--- src/rtl/uart_tx_stream.sv ---
// Streaming UART transmitter: valid/ready write port into a transmit FIFO feeding a
// start/data/parity/stop serializer that can also generate line breaks.
module uart_tx_stream #(
    parameter int    CLOCK_FREQ = 50_000_000,
    parameter int    BAUD_RATE  = 115_200,
    parameter int    DATA_BITS  = 8,
    parameter string PARITY     = "NONE",
    parameter int    STOP_BITS  = 1,
    parameter int    FIFO_DEPTH = 16
) (
    input  logic                            clk,
    input  logic                            rst,
    input  logic                            s_valid,
    output logic                            s_ready,
    input  logic [DATA_BITS-1:0]            s_data,
    input  logic                            brk_req,
    output logic                            tx_out,
    output logic                            busy,
    output logic [$clog2(FIFO_DEPTH+1)-1:0] fifo_level
);
    localparam int BAUD_DIV   = CLOCK_FREQ / BAUD_RATE;
    localparam int HAS_PAR    = (PARITY == "NONE") ? 0 : 1;
    localparam int FRAME_CLKS = (1 + DATA_BITS + HAS_PAR + STOP_BITS) * BAUD_DIV;
    localparam int AW         = (FIFO_DEPTH > 2) ? $clog2(FIFO_DEPTH) : 1;
    localparam int LW         = $clog2(FIFO_DEPTH + 1);
    localparam int BW         = (BAUD_DIV > 4) ? $clog2(BAUD_DIV) : 2;
    localparam int CW         = (FRAME_CLKS > 4) ? $clog2(FRAME_CLKS) : 2;
    localparam bit PAR_OK     = (PARITY == "NONE") || (PARITY == "ODD") || (PARITY == "EVEN") ||
                                (PARITY == "MARK") || (PARITY == "SPACE");

    if (BAUD_DIV < 4 || DATA_BITS < 5 || DATA_BITS > 9 || !PAR_OK ||
        (STOP_BITS != 1 && STOP_BITS != 2) || FIFO_DEPTH < 2 ||
        (FIFO_DEPTH & (FIFO_DEPTH - 1)) != 0) begin : g_bad_cfg
        $error("uart_tx_stream: illegal parameter combination");
    end

    typedef enum logic [2:0] {
        ST_IDLE   = 3'd0,
        ST_START  = 3'd1,
        ST_DATA   = 3'd2,
        ST_PARITY = 3'd3,
        ST_STOP   = 3'd4,
        ST_BREAK  = 3'd5
    } state_t;

    function automatic logic parity_of(input logic [DATA_BITS-1:0] d);
        logic p;
        p = ^d;
        if (PARITY == "ODD") return ~p;
        else if (PARITY == "EVEN") return p;
        else if (PARITY == "MARK") return 1'b1;
        else return 1'b0;
    endfunction

    state_t               state_r, state_s;
    logic [BW-1:0]        baud_r, baud_s;
    logic [3:0]           bit_r, bit_s;
    logic [DATA_BITS-1:0] shift_r, shift_s;
    logic                 par_r, par_s;
    logic                 brk_hi_r, brk_hi_s;
    logic [CW-1:0]        brk_cnt_r, brk_cnt_s;
    logic                 tx_r, tx_s;
    logic                 busy_r;
    logic [LW-1:0]        level_r, level_s;
    logic [AW-1:0]        wr_ptr_r, rd_ptr_r;
    logic [DATA_BITS-1:0] mem_r [FIFO_DEPTH];
    logic [DATA_BITS-1:0] head_s;
    logic                 push_s, pop_s, tick_s, empty_s, restart_s, load_s, frame_end_s;

    assign s_ready    = !rst && (level_r < LW'(FIFO_DEPTH));
    assign push_s     = s_valid && s_ready;
    assign empty_s    = (level_r == LW'(0));
    assign head_s     = mem_r[rd_ptr_r];
    assign tick_s     = (baud_r == BW'(BAUD_DIV - 1));
    assign tx_out     = tx_r;
    assign busy       = busy_r;
    assign fifo_level = level_r;

    // Next-state and datapath decode for the serializer.
    always_comb begin
        state_s     = state_r;
        bit_s       = bit_r;
        shift_s     = shift_r;
        par_s       = par_r;
        brk_hi_s    = brk_hi_r;
        brk_cnt_s   = brk_cnt_r;
        restart_s   = 1'b0;
        load_s      = 1'b0;
        frame_end_s = 1'b0;
        pop_s       = 1'b0;
        case (state_r)
            ST_IDLE: begin
                if (brk_req) begin
                    state_s   = ST_BREAK;
                    brk_hi_s  = 1'b0;
                    brk_cnt_s = CW'(0);
                end else if (!empty_s) begin
                    load_s = 1'b1;
                end else begin
                    state_s = ST_IDLE;
                end
            end
            ST_START: begin
                if (tick_s) begin
                    state_s = ST_DATA;
                    bit_s   = 4'd0;
                end else begin
                    state_s = ST_START;
                end
            end
            ST_DATA: begin
                if (tick_s) begin
                    shift_s = shift_r >> 1;
                    if (bit_r == 4'(DATA_BITS - 1)) begin
                        state_s = (HAS_PAR != 0) ? ST_PARITY : ST_STOP;
                        bit_s   = 4'd0;
                    end else begin
                        bit_s = bit_r + 4'd1;
                    end
                end else begin
                    state_s = ST_DATA;
                end
            end
            ST_PARITY: begin
                if (tick_s) begin
                    state_s = ST_STOP;
                    bit_s   = 4'd0;
                end else begin
                    state_s = ST_PARITY;
                end
            end
            ST_STOP: begin
                if (tick_s && bit_r == 4'(STOP_BITS - 1)) begin
                    frame_end_s = 1'b1;
                end else if (tick_s) begin
                    bit_s = bit_r + 4'd1;
                end else begin
                    state_s = ST_STOP;
                end
            end
            ST_BREAK: begin
                if (!brk_hi_r) begin
                    // Low phase lasts at least one frame and as long as brk_req stays high.
                    if (brk_cnt_r != CW'(FRAME_CLKS - 1)) begin
                        brk_cnt_s = brk_cnt_r + CW'(1);
                    end else if (!brk_req) begin
                        brk_hi_s  = 1'b1;
                        restart_s = 1'b1;
                        bit_s     = 4'd0;
                    end else begin
                        brk_cnt_s = brk_cnt_r;
                    end
                end else if (tick_s && bit_r == 4'(STOP_BITS - 1)) begin
                    frame_end_s = 1'b1;
                end else if (tick_s) begin
                    bit_s = bit_r + 4'd1;
                end else begin
                    state_s = ST_BREAK;
                end
            end
            default: begin
                state_s = ST_IDLE;
            end
        endcase
        // End of a stop/break-recovery period chains straight into the next queued word.
        if (frame_end_s) begin
            if (!empty_s && !brk_req) begin
                load_s = 1'b1;
            end else begin
                state_s = ST_IDLE;
            end
        end else begin
            load_s = load_s;
        end
        if (load_s) begin
            pop_s   = 1'b1;
            state_s = ST_START;
            shift_s = head_s;
            par_s   = parity_of(head_s);
        end else begin
            pop_s = 1'b0;
        end
        if (state_s != state_r || restart_s || state_r == ST_IDLE || tick_s) begin
            baud_s = BW'(0);
        end else begin
            baud_s = baud_r + BW'(1);
        end
        if (push_s && !pop_s) begin
            level_s = level_r + LW'(1);
        end else if (pop_s && !push_s) begin
            level_s = level_r - LW'(1);
        end else begin
            level_s = level_r;
        end
    end

    // Line level for the state being entered, so tx_out changes on the transition edge.
    always_comb begin
        tx_s = 1'b1;
        case (state_s)
            ST_IDLE:   tx_s = 1'b1;
            ST_START:  tx_s = 1'b0;
            ST_DATA:   tx_s = shift_s[0];
            ST_PARITY: tx_s = par_s;
            ST_STOP:   tx_s = 1'b1;
            ST_BREAK:  tx_s = brk_hi_s;
            default:   tx_s = 1'b1;
        endcase
    end

    // State, counters, FIFO pointers and registered outputs.
    always_ff @(posedge clk) begin
        if (rst) begin
            state_r   <= ST_IDLE;
            baud_r    <= BW'(0);
            bit_r     <= 4'd0;
            shift_r   <= {DATA_BITS{1'b0}};
            par_r     <= 1'b0;
            brk_hi_r  <= 1'b0;
            brk_cnt_r <= CW'(0);
            tx_r      <= 1'b1;
            busy_r    <= 1'b0;
            level_r   <= LW'(0);
            wr_ptr_r  <= AW'(0);
            rd_ptr_r  <= AW'(0);
        end else begin
            state_r   <= state_s;
            baud_r    <= baud_s;
            bit_r     <= bit_s;
            shift_r   <= shift_s;
            par_r     <= par_s;
            brk_hi_r  <= brk_hi_s;
            brk_cnt_r <= brk_cnt_s;
            tx_r      <= tx_s;
            busy_r    <= (level_s != LW'(0)) || (state_s != ST_IDLE);
            level_r   <= level_s;
            wr_ptr_r  <= push_s ? wr_ptr_r + AW'(1) : wr_ptr_r;
            rd_ptr_r  <= pop_s ? rd_ptr_r + AW'(1) : rd_ptr_r;
        end
    end

    // FIFO storage; contents are don't-care while empty so no reset is needed.
    always_ff @(posedge clk) begin
        if (push_s) begin
            mem_r[wr_ptr_r] <= s_data;
        end
    end
endmodule

--- config.mk ---
export PLATFORM = sky130hd
export DESIGN_NAME = uart_tx_stream
export DESIGN_NICKNAME = d
export VERILOG_FILES = /design/src/rtl/uart_tx_stream.sv
export SDC_FILE = /design/constraint.sdc
export NUM_CORES = 1
export LEC_CHECK = 0
export ABC_AREA = 1
export BUFFER_PORTS_ARGS = -buffer_cell sky130_fd_sc_hd__buf_2
export CAP_MARGIN = 15
export CORE_MARGIN = 3
export CORE_UTILIZATION = 40
export DETAILED_ROUTE_END_ITERATION = 6
export GPL_TIMING_DRIVEN = 0
export MAX_ROUTING_LAYER = met4
export SETUP_SLACK_MARGIN = 0.1
export SLEW_MARGIN = 20
export SYNTH_ARGS = -nofsm -noshare
export SYNTH_HDL_FRONTEND = slang
export SYNTH_SLANG_ARGS = --single-unit
--- constraint.sdc ---
create_clock -name clk -period 2.1 [get_ports clk]
set_input_delay 0 -clock clk [delete_from_list [all_inputs] [get_ports clk]]
set_output_delay 0 -clock clk [all_outputs]
set_load 0.05 [all_outputs]
After elaboration in Yosys (flattened, before gate mapping)
Memories as Yosys holds them, arrays and structs flattened. A register that Yosys moved wholly into a read port is not among the register bits. Cells that the tools add are included.

Output and inout bits: 8. Flip-flop bits (word level): 54. Latch bits: 0. Memory bits (writable): 128. Bits in read-only memories: 0. Memories kept: 1. Word-level logic and storage cells: 126. Input port bits: 12.

Muxes and demuxes: 55. $lt $le $gt $ge: 1. Div/mod/pow operators: 0. Reduce and logical (&&, ||, !) cells: 29. Bitwise operators: 0. $mul: 0. Eq/ne operators: 20. Shift operators: 0. Add/subtract/negate cells: 7.

Memories: mem_r (depth 16, bits a word 8, read ports 1, clocked after Yosys merged registers in 1, write ports 1, line 66) `logic [DATA_BITS-1:0] mem_r [FIFO_DEPTH];`.

Operator list (number): $mux W4 (10); $mux W13 (3); $mux W3 (13); $pmux W13 S2 (1); $mux W8 (3); $pmux W3 S6 (1); $mux W1 (17); $pmux W4 S4 (1); $add A13 B1 Y13 const B (1); $ne A13 B13 Y1 const B (1); $add A4 B1 Y4 const B (3); $eq A3 B2 Y1 const B (4); $mux W5 (2); $add A9 B1 Y9 const B (1); $eq A3 B3 Y1 const B (3); $eq A9 B9 Y1 const B (1); $ne A2 B2 Y1 const B (4); $eq A3 B1 Y1 const B (2); $logic_and A1 B1 Y1 (6); $ne A3 B3 Y1 const B (2); $reduce_bool A2 Y1 (3); $add A5 B1 Y5 const B (1); $logic_not A1 Y1 (5); $logic_not A5 Y1 (1); other kinds (18) (23).

Depth between registers and ports, before layout
Word-level depth: 13. Gate-level depth with buffers: 17. Mapped depth without buffers: 17.

Worst setup path before layout
No wires, ideal clock.

Kind: reg-to-reg. Start point: register level_r[4] (netlist: fifo_level[4]). End point: memory mem_r[15][0], enable pin. Path slack: -0.773 ns. Library setup time: 0.370 ns. Buffers on the path: 0. Clock period less this slack: 2.873 ns. Arrival: 2.503 ns. Required time: 1.730 ns. Cell stages (with the launch flop): 6. Cells stage by stage: dfxtp_1 nor2_1 nand2_1 inv_1 nand2_1 nor2_1.

Cells in the longest elaborated chain, start to end: 5.

RTL lines: start, declared (line 64) `logic [LW-1:0] level_r, level_s;`; start signal, assigned (line 236) `level_r <= level_s;`; $lt A5 B5 Y1 (line 70) `assign s_ready = !rst && (level_r < LW'(FIFO_DEPTH));`; $logic_and A1 B1 Y1 (line 70); named net s_ready (line 14) `output logic s_ready,`; $logic_and A1 B1 Y1 (line 71) `assign push_s = s_valid && s_ready;`; $mux W1 (line 244) `if (push_s) begin`; $mux W1 (implied by the code) (line 245) `mem_r[wr_ptr_r] <= s_data;`; end, declared (line 66).

The timed path passes the listed nets, and every way through them passes these cells.

Final worst setup path
Start point: register brk_cnt_r[1]. End point: register baud_r[2].

Cells in the longest elaborated chain, start to end: 8.

RTL lines: start, declared (line 61) `logic [CW-1:0] brk_cnt_r, brk_cnt_s;`; start signal, assigned (line 233) `brk_cnt_r <= brk_cnt_s;`; $ne A13 B13 Y1 (line 144) `if (brk_cnt_r != CW'(FRAME_CLKS - 1)) begin`; $mux W1 (line 144); $mux W1 (line 142) `if (!brk_hi_r) begin`; $mux W1 (line 91) `case (state_r)`; $logic_or A1 B1 Y1 (3 in a row) (line 183) `if (state_s != state_r || restart_s || state_r == ST_IDLE || tick_s) begin`; $reduce_or A2 Y1 (no source line); end signal, assigned (line 228) `baud_r <= baud_s;`; end, declared (line 56) `logic [BW-1:0] baud_r, baud_s;`.

Every way passes these cells. A chain may end at the register's enable or synchronous reset.

==> reports/metrics.yaml <==
status: "finished clean"
p_sw_share_pct: 35.74
track_usage_pct: 18.74
grt_max_degree: 18
yosysUniqueCellTypes: 46
worstSetupPathType: "reg2reg"
tns_ns: 0
final_util_pct: 47.88
wl_per_cell_um: 17.01
slowest_delay_ns: 0.43
p_sw_mw: 3.766
grt_setup_unrepaired: "true"
peakVddDrop_v: 0.0007048
vias: 6148
finalSetupViolations: 0
path_clk_slew_ns: 0.07
fillers: 1896
power_mw: 10.54
gp_congestion: 0.8642
portBuffers: 18
die_area_um2: 22520
placed_cells: 1119
power_density_nw_per_um2: 1084
required_ns: 2.40
hold_viol_final: 0
diodes: 0
netlist_area_um2: 8303
coreArea_um2: 20300
syn_inst: 831
power.share.clock_pct: 29.7
placed_cell_area_um2: 8871
p_leak_nw: 3.503
yosysMostFrequentCell: "nand2_1"
area_growth_pct: 17.06
synth_flop_cell: "edfxtp_1"
worst_pin_slew_ns: 0.6606
route.detailed.drc: 0
nNetsFinal: 910
grt_first_pass_wirelength_mm: 31.58
dp_slack_ns: -0.1369
synthArstFlopShare_pct: 0
final_cells: 1168
synth_area_leaders: "edfxtp_1 (46%), dfxtp_1 (14%), nand2_1 (6.2%)"
timing.final.crit_share_pct: 89.16
cts.sinks: 186
slew_headroom_pct: 55.96
detail-route-antenna-nets: 0
synth_seq_cells: 186
start_util_pct: 40.90
yosys-top-cells-count: "nand2_1 (137), edfxtp_1 (128), nor2_1 (116)"
post-route-min-period_ns: 1.872
synth-edff-count: 128
worstHoldPathType: "in2reg"
synth.net_count: 856
tritoncts: "yes"
crit_chain: "ha_4, nand2_1, nor3_1, nand4_1, buf_4, o311ai_4, nor3_1"
fp.dieH_um: 150.1
yosysWarningCount: 0
worst_path_max_delay_cell: "o311ai_4"
htree_levels: 4
antenna_found_initial: 0
startpoint_type: "register"
viasPerCell: 5.264
firstDrtPassIters: 7
cts_buffer_depth: 2
postLayoutCellArea_um2: 9719
grt_overflow_total: 0
finalWorstSetupSlack_ns: 0.2277
drtIter0Drc: 479
post-dp-hpwl_mm: 13.14
ys_seq_area_share_pct: 60.28
p_int_mw: 6.771
slew_viol_final: 0
p_seq_share_pct: 40.6
dieWidth_um: 150.1
yosys.area.top_type: "edfxtp_1"
rows: 52
clock.fmax_mhz: 534.1
crit_path_end_kind: "register"
fin_hold_ws_ns: 0.02516
avgSynthCellArea_um2: 9.992
cap_violations: 0
finalWirelength_mm: 19.86
comb_power_share_pct: 29.6
clock_latency_ns: 0.44
grt_pass1_vias: 5949
cp_common_cell: "nor3_1"
io_pins: 20
drive_gt1_share_pct: 18.26
synth_top_area_share_pct: 46.29
finClkSkew_ns: 0.01701
numCtsBuffers: 17
cts-root-buf: "clkbuf_16"
cp_max_fo: 9
crit_arrival_ns: 2.18
-- registers in the layout (all words and copies together) (netlist names), 3 cells and up, named ones only --
signal	count
mem_r	128
brk_cnt_r	13
baud_r	9
shift_r	8
fifo_level	5
bit_r	4
rd_ptr_r	4
wr_ptr_r	4
state_r	3
-- routing by layer --
metal	global-route usage (%)	vias up	part of all wire, %
met3	3.483	25	5.0
met5	-	-	0
met2	28.47	172	46
met4	5.032	0	1.5
li1	-	3003	-
met1	25.98	2948	48
-- layout by cell type (no fill, tap or decap), types with 7 or more instances in the layout --
cell type | synthesis | routed
clkbuf_16 | 0 | 17
inv_1 | 62 | 56
ha_1 | 13 | 11
a21oi_1 | 36 | 36
xor2_1 | 15 | 15
o221ai_1 | 16 | 16
nor3_1 | 12 | 12
nand2_1 | 137 | 128
nand4_1 | 11 | 11
buf_2 | 8 | 25
o22ai_1 | 13 | 13
edfxtp_1 | 128 | 128
clkbuf_2 | 0 | 12
dlygate4sd3_1 | 0 | 9
nand2_2 | 3 | 11
nor2_2 | 5 | 7
dfxtp_1 | 58 | 51
nor2_4 | 0 | 18
o21ai_0 | 73 | 70
nand3_1 | 41 | 39
inv_2 | 9 | 14
buf_4 | 1 | 11
o211ai_1 | 13 | 13
nor2_1 | 116 | 96
-- logic make-up (layout without fill, tap and decap cells) --
family,count (synthesis),after routing,synth area share [%]
AO/OA/AOI/OAI,170,170,12.40
adder cells (fa/ha/maj),13,13,1.959
flip-flops,186,186,60.28
XOR/XNOR,16,16,1.688
buffers and inverters,105,172,5.335
AND/OR/NAND/NOR,341,341,18.34
-- power groups by stage --
stage / clock network (mW) / logic, mW / registers [mW]
floorplan: 0 / 1.98 / 4.48
global placement: 0 / 2.89 / 4.34
detailed placement: 0 / 2.93 / 4.35
CTS: 3.17 / 2.98 / 4.27
global route: 3.31 / 3.48 / 4.31
finish: 3.13 / 3.12 / 4.28
-- path summary, 6_finish.rpt --
| check | startpoint | end | slack (ns) | cells past startpoint |
|---|---|---|---|---|
| setup / recovery | brk_cnt_r[1] | baud_r[2] | 0.23 | 7 |
| setup reg to reg | brk_cnt_r[1] | baud_r[2] | 0.23 | 7 |
| hold reg to reg | baud_r[0] | baud_r[0] | 0.45 | 1 |
| hold / removal | brk_req | brk_hi_r | 0.03 | 4 |
-- cell type report --
class | count | area, µm² | area share [%]
buffer | 32 | 185.2 | 1.905
clock buffer | 17 | 425.4 | 4.377
clock inverter | 15 | 146.4 | 1.506
inverter | 73 | 289.0 | 2.974
multi-input combinational | 540 | 3079 | 31.68
sequential | 186 | 5016 | 51.61
tap | 270 | 337.8 | 3.476
timing repair buffer | 35 | 240.2 | 2.472
-- worst max-delay path: cells and delay by family, from the launching register on --
kind,cells,cell delay (ns)
AOI/OAI and AO/OA,1,0.43
buffers and inverters,1,0.19
and+or+nand+nor,4,0.52
adders and majority gates,1,0.19
DFF,1,0.40
-- repair_timing --
| item | in CTS | in global routing |
|---|---|---|
| hold endpoints to repair | 131 | 0 |
| hold buffers | 9 | 0 |
| setup endpoints to repair | 21 | 40 |
| pin swaps | 1 | 12 |
| gates resized for setup | 13 | 51 |
| buffers inserted | 2 | 6 |
| gates cloned | 0 | 0 |
No activity file was read; power rests on OpenSTA's default activity.
